--- src/rtl/rr_arbiter4.sv ---
// Four-way round-robin arbiter with a registered one-hot grant and a bounded hold time.
// Each grant is followed by at least one idle cycle before the pointer-ordered re-arbitration.
module rr_arbiter4 #(
  parameter int unsigned HOLD_MAX = 8
) (
  input  logic       clk,
  input  logic       rst,
  input  logic [3:0] req,
  output logic [3:0] gnt,
  output logic [1:0] gnt_idx,
  output logic       gnt_valid
);

  typedef enum logic {
    IDLE  = 1'b0,
    GRANT = 1'b1
  } state_t;

  localparam logic [3:0] HOLD_LAST = 4'(HOLD_MAX - 1);

  state_t     state_q, state_d;
  logic [1:0] ptr_q, ptr_d;
  logic [3:0] hold_q, hold_d;
  logic [3:0] gnt_q, gnt_d;
  logic [1:0] idx_q, idx_d;

  logic       win_found;
  logic [1:0] win_idx;
  logic [1:0] cand;

  // Scan ptr, ptr+1, ptr+2, ptr+3 (mod 4); first active request wins.
  always_comb begin
    win_found = 1'b0;
    win_idx   = '0;
    cand      = '0;
    for (int unsigned k = 0; k < 4; k++) begin
      cand = ptr_q + 2'(k);
      if (!win_found && req[cand]) begin
        win_found = 1'b1;
        win_idx   = cand;
      end
    end
  end

  always_comb begin
    state_d = state_q;
    ptr_d   = ptr_q;
    hold_d  = hold_q;
    gnt_d   = gnt_q;
    idx_d   = idx_q;
    unique case (state_q)
      IDLE: begin
        if (win_found) begin
          state_d = GRANT;
          gnt_d   = 4'b0001 << win_idx;
          idx_d   = win_idx;
          hold_d  = '0;
        end
      end
      GRANT: begin
        if (!req[idx_q] || (hold_q == HOLD_LAST)) begin
          state_d = IDLE;
          gnt_d   = '0;
          idx_d   = '0;
          ptr_d   = idx_q + 2'd1;
          hold_d  = '0;
        end else begin
          hold_d = hold_q + 4'd1;
        end
      end
      default: state_d = IDLE;
    endcase
  end

  always_ff @(posedge clk) begin
    if (rst) begin
      state_q <= IDLE;
      ptr_q   <= '0;
      hold_q  <= '0;
      gnt_q   <= '0;
      idx_q   <= '0;
    end else begin
      state_q <= state_d;
      ptr_q   <= ptr_d;
      hold_q  <= hold_d;
      gnt_q   <= gnt_d;
      idx_q   <= idx_d;
    end
  end

  assign gnt       = gnt_q;
  assign gnt_idx   = idx_q;
  assign gnt_valid = |gnt_q;

endmodule
--- config.mk ---
export PLATFORM = sky130hd
export DESIGN_NAME = rr_arbiter4
export DESIGN_NICKNAME = d
export VERILOG_FILES = /design/src/rtl/rr_arbiter4.sv
export SDC_FILE = /design/constraint.sdc
export NUM_CORES = 1
export LEC_CHECK = 0
export BUFFER_PORTS_ARGS = -buffer_cell sky130_fd_sc_hd__buf_2
export CAP_MARGIN = 20
export CORE_AREA = 4 4 41 43
export CTS_BUF_LIST = sky130_fd_sc_hd__clkbuf_4
export DETAILED_ROUTE_END_ITERATION = 16
export DIE_AREA = 0 0 45 47
export GPL_TIMING_DRIVEN = 0
export PLACE_DENSITY = 0.75
export REMOVE_ABC_BUFFERS = 1
export SLEW_MARGIN = 15
export SYNTH_ARGS = -nofsm -noshare
export SYNTH_HDL_FRONTEND = slang
export SYNTH_SLANG_ARGS = --single-unit
--- constraint.sdc ---
create_clock -name clk -period 2 [get_ports clk]
set_input_delay 0.2 -clock clk [delete_from_list [all_inputs] [get_ports clk]]
set_output_delay 0.2 -clock clk [all_outputs]
set_load 0.02 [all_outputs]
After elaboration in Yosys (flattened, before gate mapping) --
Index checks and enable logic that the tools add are counted.
Storage, ports and cells: output and inout bits 7, bits in registers 13, bits in latches 0, memories kept 0, bits in writable memories 0, bits in read-only memories 0, input bits 6
Operators by class: divide/modulo/power cells 0, bitwise gates (word level) 1, order comparisons 5, reduce and logical (&&, ||, !) cells 11, shift operators 1, multiplexer cells 30, $add $sub $neg 5, equality and inequality tests 3, multiply operators 0
Operators with widths (count):
- 2-to-1 mux 4 bit | 4
- case mux 4 bit (2 select lines) | 2
- < comparator 2 x 3 -> 1 bit (second input constant) | 5
- 2-to-1 mux 2 bit | 6
- 2-to-1 mux 1 bit | 11
- binary-select mux 1 bit (select 2 bit) | 5
- adder 2 x 1 -> 2 bit (second input constant) | 2
- adder 2 bit (second input constant) | 2
- adder 4 x 1 -> 4 bit (second input constant) | 1
- == test 4 x 3 -> 1 bit (second input constant) | 1
- zero test 1 bit | 4
- case mux 2 bit (2 select lines) | 1
- AND reduction 2 bit | 2
- OR reduction 4 bit | 1
- left shift 1 x 2 -> 4 bit (first input constant) | 1
- logical AND 1 bit | 3
- != test 2 x 1 -> 1 bit (second input constant) | 1
- != test 2 bit (second input constant) | 1
- case mux 1 bit (2 select lines) | 1
- logical OR 1 bit | 1
- NOT 1 bit | 1

Logic depth before layout (Yosys ltp) --
Gate-level depths: netlist of the first run.
depth in word-level cells 15, mapped depth 5

Least setup slack after synthesis of the first run --
No wires, ideal clock.
path kind flip-flop to flip-flop, from reg idx_q[0] (netlist: gnt_idx[0]), to reg hold_q[3], stages on the path, launching flop included 5, clock period less this slack 1704 ps, slack 296 ps, library setup time 120 ps, arrival 1584 ps, path through dfxtp_1 > mux4_2 > nand4b_4 > nor4_2 > a211o_1
On the way: cells in the longest elaborated chain, start to end 6
RTL lines:
- start, declared | line 25 | logic [1:0] idx_q, idx_d;
- start signal, assigned | line 87 | idx_q <= idx_d;
- binary-select mux 1 bit (select 2 bit) | line 61 | if (!req[idx_q] || (hold_q == HOLD_LAST)) begin
- 2-to-1 mux 1 bit (not written as such) | line 61
- zero test 1 bit | line 61
- logical OR 1 bit | line 61
- 2-to-1 mux 4 bit | line 61
- case mux 4 bit (2 select lines) | line 51 | unique case (state_q)
- end signal, assigned | line 85 | hold_q <= hold_d;
- end, declared | line 23 | logic [3:0] hold_q, hold_d;
Every way passes these cells. The select of a mux whose other input is x is not followed. A chain may end at the register's enable or synchronous reset.

Final worst setup path of the first run --
from reg idx_q[0] (netlist: gnt_idx[0]), to reg gnt_q[0] (netlist: gnt[0])
On the way: cells in the longest elaborated chain, start to end 6
RTL lines:
- binary-select mux 1 bit (select 2 bit) | line 61
- 2-to-1 mux 1 bit (not written as such) | line 61
- zero test 1 bit | line 61
- logical OR 1 bit | line 61
- != test 2 x 1 -> 1 bit (no source line)
- AND reduction 2 bit (no source line)
- end signal, assigned | line 86 | gnt_q <= gnt_d;
- end, declared | line 24 | logic [3:0] gnt_q, gnt_d;
Every way passes these cells. The select of a mux whose other input is x is not followed.

==> summary.md, run 1 <==
| Metric | Value |
|---|---|
| Status | finished clean |
| Most used DFF post-synth | dfxtp_1 |
| CTS tree | done |
| Die height | 47 um |
| Postcts setup bufs | 0 |
| Clock Pin Slew Worst Setup and Hold Paths | 0.08 ns |
| Most frequent cell after synthesis | dfxtp_1 |
| Setup Viol. Count Final | 0 |
| Clock share of power | 28.3% |
| Fmax achieved | 594 MHz |
| Share of cells above drive strength 1 | 31.3% |
| Post-Syn Area | 688 um^2 |
| Row count | 13 |
| DRC viols | 0 |
| Post-synth EDFFs | 0 |
| Grt ovf | 0 |
| ANT cells | 0 |
| Met3 wire length | 64 um |
| CTS root buf | clkbuf_4 |
| Final WS setup | 0.318 ns |
| Worst slew pin tran | 0.513 ns |
| Gate power share | 21.6% |
| Simple-Gate Fraction of Synth Area | 27.5% |
| Synth cell count leaders | dfxtp_1 (13), nand2_1 (4), nor2_1 (3) |
| FF-to-FF Start | gnt_idx[0] |
| Die X | 45 um |
| Sequential-to-total area share from yosys stat | 37.8% |
| # fillers | 115 |
| CP Class | reg2reg |
| Post-DP HPWL | 1.01 mm |
| Slew Limit Headroom | 65.7% |
| Met2 wire len | 573 um |
| Max-slew violation count | 0 |
| Max VDD drop | 0.571 mV |
| Initial drt markers | 6 |
| I/O Buffers | 12 |
| Post-route minimum period | 1.68 ns |
| Routability congestion estimate from global placement | 0.774 |
| Die area | 2120 um^2 |
| Reg2Reg Setup Slack | 0.32 ns |
| Finished Layout Cells | 95 |
| Flop pwr share | 50.1% |
| Via count | 574 |
| Hold Startpoint | rst |
| Synth area leaders | dfxtp_1 (38%), nand4b_4 (3.5%), mux4_2 (3.3%), o31ai_4 (3.1%), a32o_1 (2.9%) |
| Clock tree buffer depth | 2 |
| Post-Route WL | 1.32 mm |
| Placed cell count | 91 |
| Net Sw Frac | 29.8% |
| Clock skew | 0.00297 ns |
| Critical path arrival | 1.85 ns |
| Worst-skew pair later-pin latency | 0.26 ns |
| Antenna viol nets, final | 0 |
| CP max FO | 6 |
| Vias in the first global route | 527 |
| Int Pwr | 0.425 mW |
| Yosys top cell area share | 37.8% |
| Switching pwr | 0.180 mW |
| Fin util | 60.5% |
| TritonCTS Buffers | 3 |
| Antenna violations before repair | 0 |
| Vias per inst | 6.04 |
| Mux share of post-synthesis cell area | 3.27% |
| Crit share post-route | 84.1% |
| Starting Density | 52.9% |
| Max-cap violations | 0 |
| Setup_tns | 0 ns |
| CTS sink count | 13 |
| Dominant cell type by area after synthesis | dfxtp_1 |
| Reg2Reg Depth | 4 |
| Core Area | 1300 um^2 |
| Htree depth | 1 |
| Area growth from synthesis to layout | 14.4% |
| Cts repair resizes | 0 |
| Ports | 13 |
| HP Class | in2reg |
| Avg Cell Area, Syn | 10.4 um^2 |
| Avg WL per Cell | 13.9 um |
| Yosys cell types | 38 |
| Hold_buf cts | 0 |
| Setup crit end kind | flip-flop |
| Final nets | 88 |
| Synth async-reset ratio | 0% |
| M1 wire length | 667 um |
| Largest net degree at the start of global routing | 9 |
| Pwr dens | 769 nW/um^2 |
| First-pass GRT wire length | 2.35 mm |
| DR top layer | met4 |
| RSZ-0062 raised after global routing | no |
| Gate Count Post-Synth | 66 |
| Hold endpoint | ptr_q[1] |
| Post-placement cell area | 757 um^2 |
| Total Routing Usage GR | 15.3% |
| CP startpoint kind | flip-flop |
| Fin area | 787 um^2 |
| Syn. warnings | 0 |
| Synth Register Bits | 13 |
| Hold Violations, Final | 0 |
| Drt first pass iters | 4 |
| Reg-to-Reg End | gnt[0] |
| Synth Area in Compound Gates | 25.8% |
| Worst slack, placed | 0.312 ns |
| WHS Path Cells | 2 |
| Main combinational cell family by area after synthesis | simple AND/OR/NAND/NOR gates |
| Post-Synth XOR/XNOR Area | 1.27% |
| Adder-cell share of the synthesized area | 1.82% |
| Critical Path RT | 2.16 ns |
| P_leak | 0.312 nW |
registers in the layout, indices dropped and copies added, names as in the netlist:
name     count
gnt_idx      2
state_q      1
hold_q       4
ptr_q        2
gnt          4
worst max path at each step:
stage	from	to	slack, ns	depth (start not counted)
after floorplan	gnt_idx[0]	hold_q[3]	0.30	4
after CTS	gnt_idx[0]	gnt[0]	0.30	4
final	gnt_idx[0]	gnt[0]	0.32	4
after global placement	gnt_idx[0]	gnt[2]	0.34	4
after detailed placement	gnt_idx[0]	gnt[0]	0.31	4
after global routing	gnt_idx[0]	gnt[2]	0.22	4
power by group through the flow:
stage	Sequential (mW)	Clock [mW]	Combinational [mW]
2_1_floorplan	0.316	0	0.0818
3_3_place_gp	0.307	0	0.129
3_5_place_dp	0.309	0	0.132
4_1_cts	0.303	0.176	0.132
5_1_grt	0.307	0.187	0.145
6_report	0.303	0.172	0.131
cells in the final DEF (no fill, tap or decap), types with 2 or more instances in the layout:
cell	count
nand3_1	2
a21oi_1	2
nand2_1	4
nor2_1	3
buf_2	12
o2bb2ai_1	2
clkbuf_4	4
o21ai_0	2
dfxtp_1	13
nand4b_1	2
inv_1	2
nand2b_1	2
a32o_1	2
nor2b_1	2
a211oi_1	2
kinds of logic (layout without fill, tap and decap cells):
| family | Yosys count | after routing |
|---|---|---|
| AO/OA/AOI/OAI | 20 | 20 |
| AND/OR/NAND/NOR | 26 | 26 |
| flip-flops | 13 | 13 |
| multiplexers | 1 | 1 |
| XOR/XNOR | 1 | 1 |
| buffers and inverters | 4 | 18 |
| adder cells (fa/ha/maj) | 1 | 1 |
per-layer routing:
| layer | track usage [%] | up-vias |
|---|---|---|
| met5 | 0 | - |
| met4 | 3.51 | 0 |
| met3 | 4.60 | 2 |
| met2 | 24.3 | 14 |
| met1 | 20.4 | 271 |
| li1 | - | 287 |
worst max-delay path, stage by stage (launching register included):
cell	delay, ns
dfxtp_1	0.45
mux4_2	0.62
nand4b_4	0.17
o31ai_4	0.12
a32o_1	0.22
cell type report:
class	instances	area [um^2]	area share, %
Inverter	2	7.51	0.954
Multi-Input combinational cell	49	410	52.1
Timing Repair Buffer	12	60.1	7.63
Tap cell	15	18.8	2.38
Sequential cell	13	260	33.1
Clock buffer	4	30.0	3.82
metrics by stage:
stage	total power [mW]	hold slack [ns]
floorplan	0.398	0.269
global placement	0.437	0.466
detailed placement	0.440	0.469
CTS	0.611	0.228
global route	0.639	0.248
finish	0.605	0.227
Power figures use the tool's default switching activity.
==> run 2, diff against run 1 <==
Clock period 2 ns to 1.6 ns, I/O delays scaled along.
==> summary.md, run 2 (synthesized netlist as in run 1, its figures left out) <==
| Metric | Value |
|---|---|
| Starting Density | 52.9% (unchanged) |
| Ports | 13 (unchanged) |
| Core Area | 1300 um^2 (unchanged) |
| Setup Viol. Count Final | 0 (unchanged) |
| Via count | 598 (+4.2%) |
| Hold Startpoint | rst |
| Post-DP HPWL | 1.01 mm (unchanged) |
| Initial drt markers | 5 (-1) |
| Critical path arrival | 1.72 ns (-0.13 ns) |
| Worst slew pin tran | 0.514 ns (+0.000617 ns) |
| Fin util | 64.6% (+4.1 points) |
| Routability congestion estimate from global placement | 0.774 (unchanged) |
| Total Routing Usage GR | 15.3% (unchanged) |
| RSZ-0062 raised after global routing | yes |
| CTS tree | done |
| Setup_tns | 0 ns (unchanged) |
| Commonest non-fill, non-tap cells in the layout | dfxtp_1 (12), buf_2 (12), buf_4 (6), nand2_1 (4), clkbuf_4 (4) |
| Slew Limit Headroom | 65.7% (about the same) |
| HP Class | in2reg |
| CTS sink count | 13 (unchanged) |
| Worst-skew pair later-pin latency | 0.26 ns (about the same) |
| Reg2Reg Depth | 4 (unchanged) |
| Vias in the first global route | 528 (+0.19%) |
| Max-slew violation count | 0 (unchanged) |
| Clock Pin Slew Worst Setup and Hold Paths | 0.08 ns (about the same) |
| Fmax achieved | 644 MHz (+8.3%) |
| Post-Route WL | 1.37 mm (+3.8%) |
| Status | finished clean |
| I/O Buffers | 12 (unchanged) |
| ANT cells | 0 (unchanged) |
| Row count | 13 (unchanged) |
| Area growth from synthesis to layout | 22.2% |
| Final nets | 94 (+6.8%) |
| Max VDD drop | 0.696 mV (+22%) |
| Hold Violations, Final | 0 (unchanged) |
| Antenna violations before repair | 0 (unchanged) |
| CP max FO | 6 (unchanged) |
| Setup crit end kind | flip-flop |
| DRC viols | 0 (unchanged) |
| Die height | 47 um (unchanged) |
| Max-cap violations | 0 (unchanged) |
| Htree depth | 1 (unchanged) |
| CP Class | reg2reg |
| Clock skew | 0.00291 ns (-0.0000675 ns) |
| Antenna viol nets, final | 0 (unchanged) |
| Reg-to-Reg End | gnt[0] |
| Post-placement cell area | 757 um^2 (unchanged) |
| Pwr dens | 929 nW/um^2 (+21%) |
| Reg2Reg Setup Slack | 0.05 ns (-0.27 ns) |
| Hold_buf cts | 0 (unchanged) |
| CTS root buf | clkbuf_4 |
| Clock tree buffer depth | 2 (unchanged) |
| Die area | 2120 um^2 (unchanged) |
| Post-route minimum period | 1.55 ns (-0.129 ns) |
| Critical Path RT | 1.76 ns (-0.40 ns) |
| Critical Path Start | gnt_idx[0] |
| WHS Path Cells | 2 (unchanged) |
| First-pass GRT wire length | 2.35 mm (unchanged) |
| Fin area | 841 um^2 (+6.8%) |
| CP startpoint kind | flip-flop |
| Vias per inst | 5.92 (-2.0%) |
| Drt first pass iters | 4 (unchanged) |
| FF-to-FF Start | gnt_idx[0] |
| Share of cells above drive strength 1 | 38.4% (+7.1 points) |
| P_leak | 0.344 nW (+10%) |
| Grt ovf | 0 (unchanged) |
| Die X | 45 um (unchanged) |
| CP Capture Point | gnt[0] |
| Crit share post-route | 97.1% (+13 points) |
| Largest net degree at the start of global routing | 9 (unchanged) |
| TritonCTS Buffers | 3 (unchanged) |
| Avg WL per Cell | 13.5 um (-2.4%) |
run 2: cell count changes in the layout (fill, tap and decap cells not counted):
cell      change
dfxtp_4       +1
a211oi_2      +1
buf_4         +6
dfxtp_1       -1
a211oi_1      -1
run 2: critical path, cell delays in order (launching register included):
cell and delay, ns:
dfxtp_4 0.37, mux4_2 0.58, nand4b_4 0.16, o31ai_4 0.12
a32o_1 0.22
run 2: through the flow:
stage	instances	worst slack, ns	hold WS [ns]	power, mW
5_1_grt	101	-0.0155	0.217	0.827
3_3_place_gp	91	-0.0558	0.464	0.546
4_1_cts	96	0.000419	0.188	0.770
2_1_floorplan	64	-0.104	0.229	0.497
3_5_place_dp	91	-0.0880	0.469	0.550
6_report	101	0.0467	0.196	0.781
run 2: routing by layer:
metal  global-route usage [%]  vias up  wire (um)
met5                        0        -          0
met3                     4.60        2         64
li1                         -      297          -
met1                     20.4      285        664
met2                     24.3       14        626
met4                     3.51        0         13
run 2: worst min path at each step:
stage                      endpoint
after floorplan           hold_q[2]
after global placement    hold_q[2]
after detailed placement     gnt[3]
after CTS                  ptr_q[1]
after global routing       ptr_q[1]
final                      ptr_q[1]
run 2: power breakdown:
group	switching (mW)	internal [mW]
clock network	0.0997	0.113
logic	0.0997	0.0907
registers	0.0308	0.347
total	0.230	0.551
run 2: area by class of cell:
cell class / instances / area [um^2]
fillers: 109 / 460
multi-input cells: 49 / 415
flip-flops and latches: 13 / 264
repair buffers: 18 / 105
clock buffers: 4 / 30.0
well taps: 15 / 18.8
inverters: 2 / 7.51
run 2: repair_timing:
item                       in CTS  in global routing
gates resized for setup         1                  2
setup endpoints to repair       9                  8
pin swaps                       0                  2
cloned                          0                  0
buffers inserted                1                  5
==> run 3, diff against run 2 <==
Settings changed: CORE_AREA 4 4 41 43 to not set, CORE_MARGIN set to 4, CORE_UTILIZATION set to 52, DIE_AREA 0 0 45 47 to not set, PLACE_DENSITY 0.75 to 0.76.
==> summary.md, run 3 (synthesized netlist as in run 1, its figures left out) <==
| Metric | Value |
|---|---|
| I/O Buffers | 12 (unchanged) |
| Hold Startpoint | rst |
| Vias per inst | 5.99 (+1.2%) |
| M1 wire length | 628 um (-5.4%) |
| Worst slew pin tran | 0.571 ns (+0.0568 ns) |
| Overall Power | 0.761 mW (-2.6%) |
| Reg2Reg Depth | 4 (unchanged) |
| # fillers | 102 (-6.4%) |
| Initial drt markers | 10 (+5) |
| Max-cap violations | 0 (unchanged) |
| Clock Pin Slew Worst Setup and Hold Paths | 0.08 ns (about the same) |
| Vias in the first global route | 474 (-10%) |
| Commonest non-fill, non-tap cells in the layout | dfxtp_1 (12), buf_2 (12), nand2_1 (4), nor2_1 (3), clkbuf_4 (3) |
| Post-DP HPWL | 997 um (-0.84%) |
| Die height | 44.4 um (-5.6%) |
| Placed cell count | 90 (-1.1%) |
| Total Routing Usage GR | 15.1% (-0.19 points) |
| HP Class | in2reg |
| Die X | 44.4 um (-1.4%) |
| Final nets | 90 (-4.3%) |
| Clock tree buffer depth | 2 (unchanged) |
| Hold Violations, Final | 0 (unchanged) |
| Setup_tns | 0 ns (unchanged) |
| Drt first pass iters | 4 (unchanged) |
| Row count | 12 (-1) |
| DRC viols | 0 (unchanged) |
| CP Capture Point | gnt[0] |
| Max-slew violation count | 0 (unchanged) |
| First-pass GRT wire length | 2.15 mm (-8.5%) |
| Crit share post-route | 96.6% (-0.48 points) |
| Starting Density | 58.8% (+5.9 points) |
| Status | finished clean |
| Hold_buf cts | 0 (unchanged) |
| Htree depth | 1 (unchanged) |
| Core Area | 1170 um^2 (-10%) |
| Grt ovf | 0 (unchanged) |
| Post-route minimum period | 1.55 ns (-0.00771 ns) |
| Avg WL per Cell | 14.1 um (+3.9%) |
| Critical Path RT | 1.78 ns (+0.02 ns) |
| ANT cells | 0 (unchanged) |
| Slew Limit Headroom | 61.9% (-3.8 points) |
| CP max FO | 6 (unchanged) |
| Fin area | 812 um^2 (-3.4%) |
| Antenna violations before repair | 0 (unchanged) |
| TritonCTS Buffers | 3 (unchanged) |
| Fmax achieved | 647 MHz (+0.50%) |
| Setup Viol. Count Final | 0 (unchanged) |
| Area growth from synthesis to layout | 18.0% |
| Largest net degree at the start of global routing | 9 (unchanged) |
| Post-Route WL | 1.35 mm (-1.2%) |
| CTS root buf | clkbuf_4 |
| CP startpoint kind | flip-flop |
| Met2 wire len | 645 um (+3.0%) |
| Post-placement cell area | 756 um^2 (-0.17%) |
| FF-to-FF Start | gnt_idx[0] |
| CP Class | reg2reg |
| Finished Layout Cells | 96 (-5.0%) |
| DR top layer | met3 |
| Reg2Reg Setup Slack | 0.05 ns (about the same) |
| Share of cells above drive strength 1 | 36.6% (-1.8 points) |
| Final WS setup | 0.0544 ns (+0.00771 ns) |
| Clock skew | 0.00474 ns (+0.00184 ns) |
| Die area | 1970 um^2 (-6.9%) |
| Routability congestion estimate from global placement | 0.775 (+0.13%) |
| Critical path arrival | 1.72 ns (about the same) |
| CTS sink count | 13 (unchanged) |
| Max VDD drop | 0.713 mV (+2.5%) |
| CTS tree | done |
| Worst-skew pair later-pin latency | 0.28 ns (+0.02 ns) |
| Ports | 13 (unchanged) |
| Worst slack, placed | -0.0534 ns (+0.0346 ns) |
| Pwr dens | 937 nW/um^2 (+0.83%) |
| Via count | 575 (-3.8%) |
| Reg-to-Reg End | gnt[0] |
| Setup crit end kind | flip-flop |
| Antenna viol nets, final | 0 (unchanged) |
| P_leak | 0.324 nW (-5.8%) |
| Met3 wire length | 78 um (+22%) |
| Critical Path Start | gnt_idx[0] |
[run 3: worst min path at each step]
| stage | to | slack [ns] | cells after the start |
|---|---|---|---|
| 4_1_cts | hold_q[2] | 0.18 | 2 |
| 3_5_place_dp | gnt[3] | 0.47 | 1 |
| 2_1_floorplan | hold_q[2] | 0.23 | 1 |
| 3_3_place_gp | hold_q[2] | 0.46 | 2 |
| 5_1_grt | ptr_q[0] | 0.20 | 2 |
| 6_report | ptr_q[0] | 0.19 | 2 |
[run 3: what timing repair did]
item,4_1_cts,5_1_grt
setup buffers,1,1
pin swaps,0,1
gates resized for setup,1,3
endpoints found under the hold margin,0,0
endpoints found under the setup margin,6,5
[run 3: metal layers]
layer / up-vias / GRT usage (%)
met5: - / 0
met4: 0 / 3.61
met3: 0 / 7.32
met2: 15 / 23.3
met1: 270 / 18.9
li1: 290 / -
[run 3: power by group]
part | switching, mW | total [mW] | internal (mW)
combinational | 0.101 | 0.182 | 0.0812
sequential | 0.0299 | 0.377 | 0.347
clock | 0.109 | 0.202 | 0.0928
total | 0.240 | 0.761 | 0.521
[run 3: per-stage QoR]
stage	util, %	hold WS [ns]
after floorplan	-	0.229
after global placement	64.5	0.464
after detailed placement	64.5	0.471
after CTS	67.6	0.177
after global routing	69.3	0.196
final	69.3	0.191
[run 3: cell type report]
cell class	count	area [um^2]	area share [%]
Clock buffer	3	22.5	2.77
Timing Repair Buffer	14	75.1	9.24
Tap cell	14	17.5	2.16
Inverter	2	7.51	0.924
Clock inverter	1	5.00	0.616
Sequential cell	13	264	32.5
Multi-Input combinational cell	49	420	51.8
[run 3: worst max-delay path, stage by stage (launching register included)]
cell	delay, ns
dfxtp_4	0.37
mux4_2	0.58
nand4b_4	0.16
o31ai_4	0.12
a32o_1	0.22
